[src/rtl/trace_record_packer.sv]
// Packs dual-issue lane events into 32-bit trace words and streams them out of a FIFO.
// Optional marker words recording drop bursts are enabled with `define TRACE_DROP_MARKER_EN.
module trace_record_packer #(
    parameter int DEPTH      = 16,
    parameter int FILTER_NOP = 1
) (
    input  logic                     clk,
    input  logic                     reset,
    input  logic                     trace_en,
    input  logic                     a_valid,
    input  logic [3:0]               a_instr,
    input  logic [4:0]               a_alu,
    input  logic [3:0]               a_haz,
    input  logic [31:0]              a_pc,
    input  logic                     b_valid,
    input  logic [3:0]               b_instr,
    input  logic [4:0]               b_alu,
    input  logic [3:0]               b_haz,
    input  logic [31:0]              b_pc,
    output logic [31:0]              out_data,
    output logic                     out_valid,
    input  logic                     out_ready,
    output logic [$clog2(DEPTH):0]   occupancy,
    output logic                     overflow,
    output logic [15:0]              drop_count
);

    localparam int AW = $clog2(DEPTH);
    localparam int CW = AW + 1;

    logic [31:0]   mem_q [DEPTH];
    logic [AW-1:0] rd_ptr_q, rd_ptr_d;
    logic [AW-1:0] wr_ptr_q, wr_ptr_d;
    logic [CW-1:0] count_q, count_d;
    logic [7:0]    seq_q, seq_d;
    logic          overflow_q, overflow_d;
    logic [15:0]   drop_cnt_q, drop_cnt_d;
    logic [31:0]   out_data_q, out_data_d;
    logic          out_valid_q, out_valid_d;
`ifdef TRACE_DROP_MARKER_EN
    logic [15:0]   marker_cnt_q, marker_cnt_d;
    logic          marker_wr;
`endif

    logic          pop;
    logic          a_cand, b_cand;
    logic [CW-1:0] kept, free;
    logic [31:0]   a_word, b_word;
    logic [31:0]   word0, word1;
    logic [1:0]    n_wr, n_drop;
    logic          unused_pc_bits;

    assign unused_pc_bits = ^{a_pc[31:12], a_pc[1:0], b_pc[31:12], b_pc[1:0]};

    function automatic logic is_candidate(input logic v, input logic en, input logic [3:0] instr);
        logic nop_skip;
        nop_skip     = (FILTER_NOP != 0) && (instr == 4'd10);
        is_candidate = v && en && (instr <= 4'd11) && !nop_skip;
    endfunction

    function automatic logic [31:0] pack_word(input logic [3:0] instr, input logic [4:0] alu,
                                              input logic [3:0] haz, input logic lane,
                                              input logic [7:0] seq, input logic [9:0] pc_bits);
        pack_word = {instr, alu, haz, lane, seq, pc_bits};
    endfunction

    function automatic logic [15:0] sat_add16(input logic [15:0] base, input logic [1:0] inc);
        logic [16:0] sum;
        sum = {1'b0, base} + {15'd0, inc};
        if (sum[16]) begin
            sat_add16 = 16'hFFFF;
        end else begin
            sat_add16 = sum[15:0];
        end
    endfunction

    // Next-state: candidate selection, space test after this cycle's pop, head word.
    always_comb begin
        pop    = out_valid_q & out_ready;
        kept   = count_q - CW'(pop);
        free   = CW'(DEPTH) - kept;
        a_cand = is_candidate(a_valid, trace_en, a_instr);
        b_cand = is_candidate(b_valid, trace_en, b_instr);
        a_word = pack_word(a_instr, a_alu, a_haz, 1'b0, seq_q, a_pc[11:2]);
        b_word = pack_word(b_instr, b_alu, b_haz, 1'b1, seq_q + {7'd0, a_cand}, b_pc[11:2]);
        seq_d  = seq_q + {7'd0, a_cand} + {7'd0, b_cand};
        word0  = 32'd0;
        word1  = 32'd0;
        n_wr   = 2'd0;
        n_drop = 2'd0;
`ifdef TRACE_DROP_MARKER_EN
        marker_wr = 1'b0;
`endif
        case ({a_cand, b_cand})
            2'b11: begin
                if (free >= CW'(2)) begin
                    word0 = a_word;
                    word1 = b_word;
                    n_wr  = 2'd2;
                end else if (free == CW'(1)) begin
                    word0  = a_word;
                    n_wr   = 2'd1;
                    n_drop = 2'd1;
                end else begin
                    n_drop = 2'd2;
                end
            end
            2'b10: begin
                if (free != CW'(0)) begin
                    word0 = a_word;
                    n_wr  = 2'd1;
                end else begin
                    n_drop = 2'd1;
                end
            end
            2'b01: begin
                if (free != CW'(0)) begin
                    word0 = b_word;
                    n_wr  = 2'd1;
                end else begin
                    n_drop = 2'd1;
                end
            end
            default: begin
`ifdef TRACE_DROP_MARKER_EN
                // Idle cycle with space: flush the pending drop tally as a marker word.
                if ((marker_cnt_q != 16'd0) && (free != CW'(0))) begin
                    word0     = {4'hF, 12'h000, marker_cnt_q};
                    n_wr      = 2'd1;
                    marker_wr = 1'b1;
                end else begin
                    marker_wr = 1'b0;
                end
`else
                n_wr = 2'd0;
`endif
            end
        endcase

`ifdef TRACE_DROP_MARKER_EN
        if (marker_wr) begin
            marker_cnt_d = 16'd0;
        end else begin
            marker_cnt_d = sat_add16(marker_cnt_q, n_drop);
        end
`endif
        overflow_d  = overflow_q | (n_drop != 2'd0);
        drop_cnt_d  = sat_add16(drop_cnt_q, n_drop);
        rd_ptr_d    = rd_ptr_q + AW'(pop);
        wr_ptr_d    = wr_ptr_q + AW'(n_wr);
        count_d     = kept + CW'(n_wr);
        out_valid_d = (count_d != CW'(0));
        // When nothing survives the pop, the first word written this cycle becomes the head.
        if (kept != CW'(0)) begin
            out_data_d = mem_q[rd_ptr_d];
        end else if (n_wr != 2'd0) begin
            out_data_d = word0;
        end else begin
            out_data_d = 32'd0;
        end
    end

    // Control and output registers.
    always_ff @(posedge clk or posedge reset) begin
        if (reset) begin
            rd_ptr_q     <= '0;
            wr_ptr_q     <= '0;
            count_q      <= '0;
            seq_q        <= 8'd0;
            overflow_q   <= 1'b0;
            drop_cnt_q   <= 16'd0;
            out_data_q   <= 32'd0;
            out_valid_q  <= 1'b0;
`ifdef TRACE_DROP_MARKER_EN
            marker_cnt_q <= 16'd0;
`endif
        end else begin
            rd_ptr_q     <= rd_ptr_d;
            wr_ptr_q     <= wr_ptr_d;
            count_q      <= count_d;
            seq_q        <= seq_d;
            overflow_q   <= overflow_d;
            drop_cnt_q   <= drop_cnt_d;
            out_data_q   <= out_data_d;
            out_valid_q  <= out_valid_d;
`ifdef TRACE_DROP_MARKER_EN
            marker_cnt_q <= marker_cnt_d;
`endif
        end
    end

    // FIFO storage; A is written before B at consecutive slots.
    always_ff @(posedge clk or posedge reset) begin
        if (reset) begin
            for (int i = 0; i < DEPTH; i++) begin
                mem_q[i] <= 32'd0;
            end
        end else begin
            if (n_wr != 2'd0) begin
                mem_q[wr_ptr_q] <= word0;
            end
            if (n_wr == 2'd2) begin
                mem_q[wr_ptr_q + AW'(1)] <= word1;
            end
        end
    end

    assign out_data   = out_data_q;
    assign out_valid  = out_valid_q;
    assign occupancy  = count_q;
    assign overflow   = overflow_q;
    assign drop_count = drop_cnt_q;

endmodule

[config.mk]
export PLATFORM = sky130hd
export DESIGN_NAME = trace_record_packer
export DESIGN_NICKNAME = d
export VERILOG_FILES = /design/src/rtl/trace_record_packer.sv
export SDC_FILE = /design/constraint.sdc
export NUM_CORES = 2
export LEC_CHECK = 0
export ABC_AREA = 0
export CAP_MARGIN = 40
export CORE_MARGIN = 2
export CORE_UTILIZATION = 50
export DETAILED_ROUTE_END_ITERATION = 8
export PLACE_DENSITY_LB_ADDON = 0.1
export SLEW_MARGIN = 20
export SYNTH_ARGS = -nofsm -noshare
export SYNTH_HDL_FRONTEND = slang
export SYNTH_SLANG_ARGS = --single-unit
[constraint.sdc]
create_clock -name clk -period 28.8 [get_ports clk]
set_input_delay 5.76 -clock clk [delete_from_list [all_inputs] [get_ports clk]]
set_output_delay 5.76 -clock clk [all_outputs]
set_load 0.01 [all_outputs]
==> out/qor.csv <==
metric;value;unit
synth.cell_area;31790;um^2
grt_pass1_vias;25370;
critical_path_class;in -> reg;
setup_viol;0;
via_count;25370;
synth_flop_cell;dfrtp_1;
cts.path.max_buffers;3;
hold_class;reg -> reg;
ys_ff_latch;583;
die_h;256.1;um
area_delta_synth_final;13.84;%
post_cts_resized;0;
drtIter0Drc;3006;
synth_nets;3034;
first_pass_iters;5;
yosys.cell_types.count;57;
nets;2965;
cts_setup_buffers;0;
grt_usage;32.15;%
grt_max_degree;182;
fin_ws;18.29;ns
vdd_drop_max;0.07182;mV
grt_first_pass_wirelength;160.8;mm
cts_root_buf;clkbuf_16;
critPathLaunchType;primary input;
power_density;87.99;nW/um^2
layout_common_cells;dfrtp_1, mux2i_1, nand2_1;
avgRoutedWirePerCell;28.31;um
ios;151;
syn_inst;2912;
synth_warnings;0;
relSlewSlack;36.22;%
start_util;50.48;%
cts.reportedPaths.clkPinSlew;0.06;ns
cts_sinks;583;
fmax;95.15;MHz
final_common_cell;dfrtp_1;
ctsHtreeMaxLevel;3;
cts_tree;built;
p_leak;14.42;nW
maxCapViolations;0;
viasPerCell;6.791;
slew_violations;0;
place_ws;17.57;ns
die_area;65600;um^2
drtAntennaViolNets;0;
grt_overflow;0;
synth_edf_count;0;
postCtsHoldBufs;0;
place_hpwl;58.15;mm
worstSetupEndpointType;flip-flop;
core_region_area;62970;um^2
finClkSkew;0.01789;ns
port-buffer-count;106;
hold_violations;0;
tns;0;ns
rsz0062_at_grt;false;
drc;0;
worstPathRequired;29.32;ns
rows;92;
yosysSeqAreaShare;45.90;%
whs;0.4781;ns
outcome;completed;
synth-async-reset-ratio;100.0;%
post-route-period-util;36.49;%
antenna_found_initial;1;
insertedDiodeCount;0;
tightest_slew;0.9566;ns
cp.arrival;11.03;ns
drive_above_1_share;13.74;%
drt-total-wl;105.7;mm
gp_congestion;0.7880;
crit_fanout;13;
synth.avg_cell_area;10.92;um^2
clk_latency;0.61;ns
die_x;256.1;um
cts_made_buffers;68;
p_total;3.184;mW
layout_min_cycle_time;10.51;ns
==> cell usage after synthesis, types with 48 or more instances <==
master	number	area share [%]
a21oi_1	72	1.1
buf_2	77	1.2
clkbuf_1	207	2.4
dfrtp_1	583	46
mux2i_1	347	11
mux4_2	128	9.1
nand2_1	284	3.4
nand3_1	189	3.0
nor2_1	48	0.57
nor2b_1	125	2.5
o21ai_0	118	1.9
o21ai_1	82	1.3
o221ai_1	185	5.1
o22ai_1	152	3.0
==> stage by stage <==
| step | std cells | cell area, um^2 | util (%) |
|---|---|---|---|
| floorplan | 2912 | 31790 | - |
| finish | 3735 | 36190 | 57.47 |
| global route | 3735 | 36190 | 57.47 |
| CTS | 3728 | 36020 | 57.21 |
| global placement | 3588 | 33210 | 52.75 |
| detailed placement | 3612 | 33780 | 53.65 |
==> sequential cells by signal (all words and copies together), names as in the netlist <==
register,flops
overflow,1
drop_count,16
seq_q,8
out_data,32
rd_ptr_q,4
mem_q,512
wr_ptr_q,4
occupancy,5
out_valid,1
==> power breakdown <==
group / switching (mW) / internal [mW] / leakage, nW
logic: 0.701 / 0.522 / 5.46
registers: 0.0909 / 0.980 / 7.86
clock network: 0.356 / 0.534 / 1.10
total: 1.15 / 2.04 / 14.4
==> area by class of cell <==
cell class | count | area (um^2)
inverters | 14 | 60.06
clock buffers | 100 | 2006
clock inverters | 16 | 236.5
well taps | 846 | 1059
fillers | 5263 | 26780
flip-flops and latches | 583 | 14590
repair buffers | 191 | 2208
multi-input cells | 1985 | 16030
==> per-layer routing <==
| metal | up-vias | GRT usage, % | share of wire (%) |
|---|---|---|---|
| li1 | 10770 | - | - |
| met1 | 12990 | 46.81 | 42 |
| met2 | 1376 | 48.38 | 45 |
| met3 | 223 | 5.258 | 9.7 |
| met4 | 0 | 12.30 | 3.4 |
| met5 | - | 0 | 0 |
==> kinds of logic after synthesis <==
kind of cell / share of synthesized area [%]
AOI/OAI and AO/OA: 15.45
xor gates and xnor gates: 1.181
adders and majority gates: 1.094
buffers and inverters: 4.613
DFF: 45.90
muxes: 21.13
and+or+nand+nor: 10.63
==> worst paths after layout <==
check / start / endpoint / slack (ns) / cells after the start
setup / recovery: out_ready / drop_count[6] / 18.29 / 21
hold / removal: overflow / overflow / 0.48 / 1
setup reg to reg: out_valid / drop_count[6] / 23.47 / 20
hold reg to reg: overflow / overflow / 0.48 / 1
max in group asynchronous: reset / mem_q[506] / 20.66 / 8
min in group asynchronous: reset / out_data[8] / 5.49 / 2
==> worst max-delay path: stages <==
cell	delay, ns
clkdlybuf4s50_1	0.45
and2_1	0.21
ha_1	0.20
nor3b_2	0.31
xnor2_4	0.19
and3_1	0.21
ha_2	0.32
nand2_1	0.06
nor3_1	0.32
and2_1	0.35
nand3_1	0.15
a21oi_1	0.20
ha_1	0.19
inv_1	0.06
fa_1	0.43
nor2_1	0.17
and3_1	0.19
and2_1	0.19
and4_1	0.33
nand4_1	0.49
o21ai_0	0.24
Power figures use the tool's default switching activity.
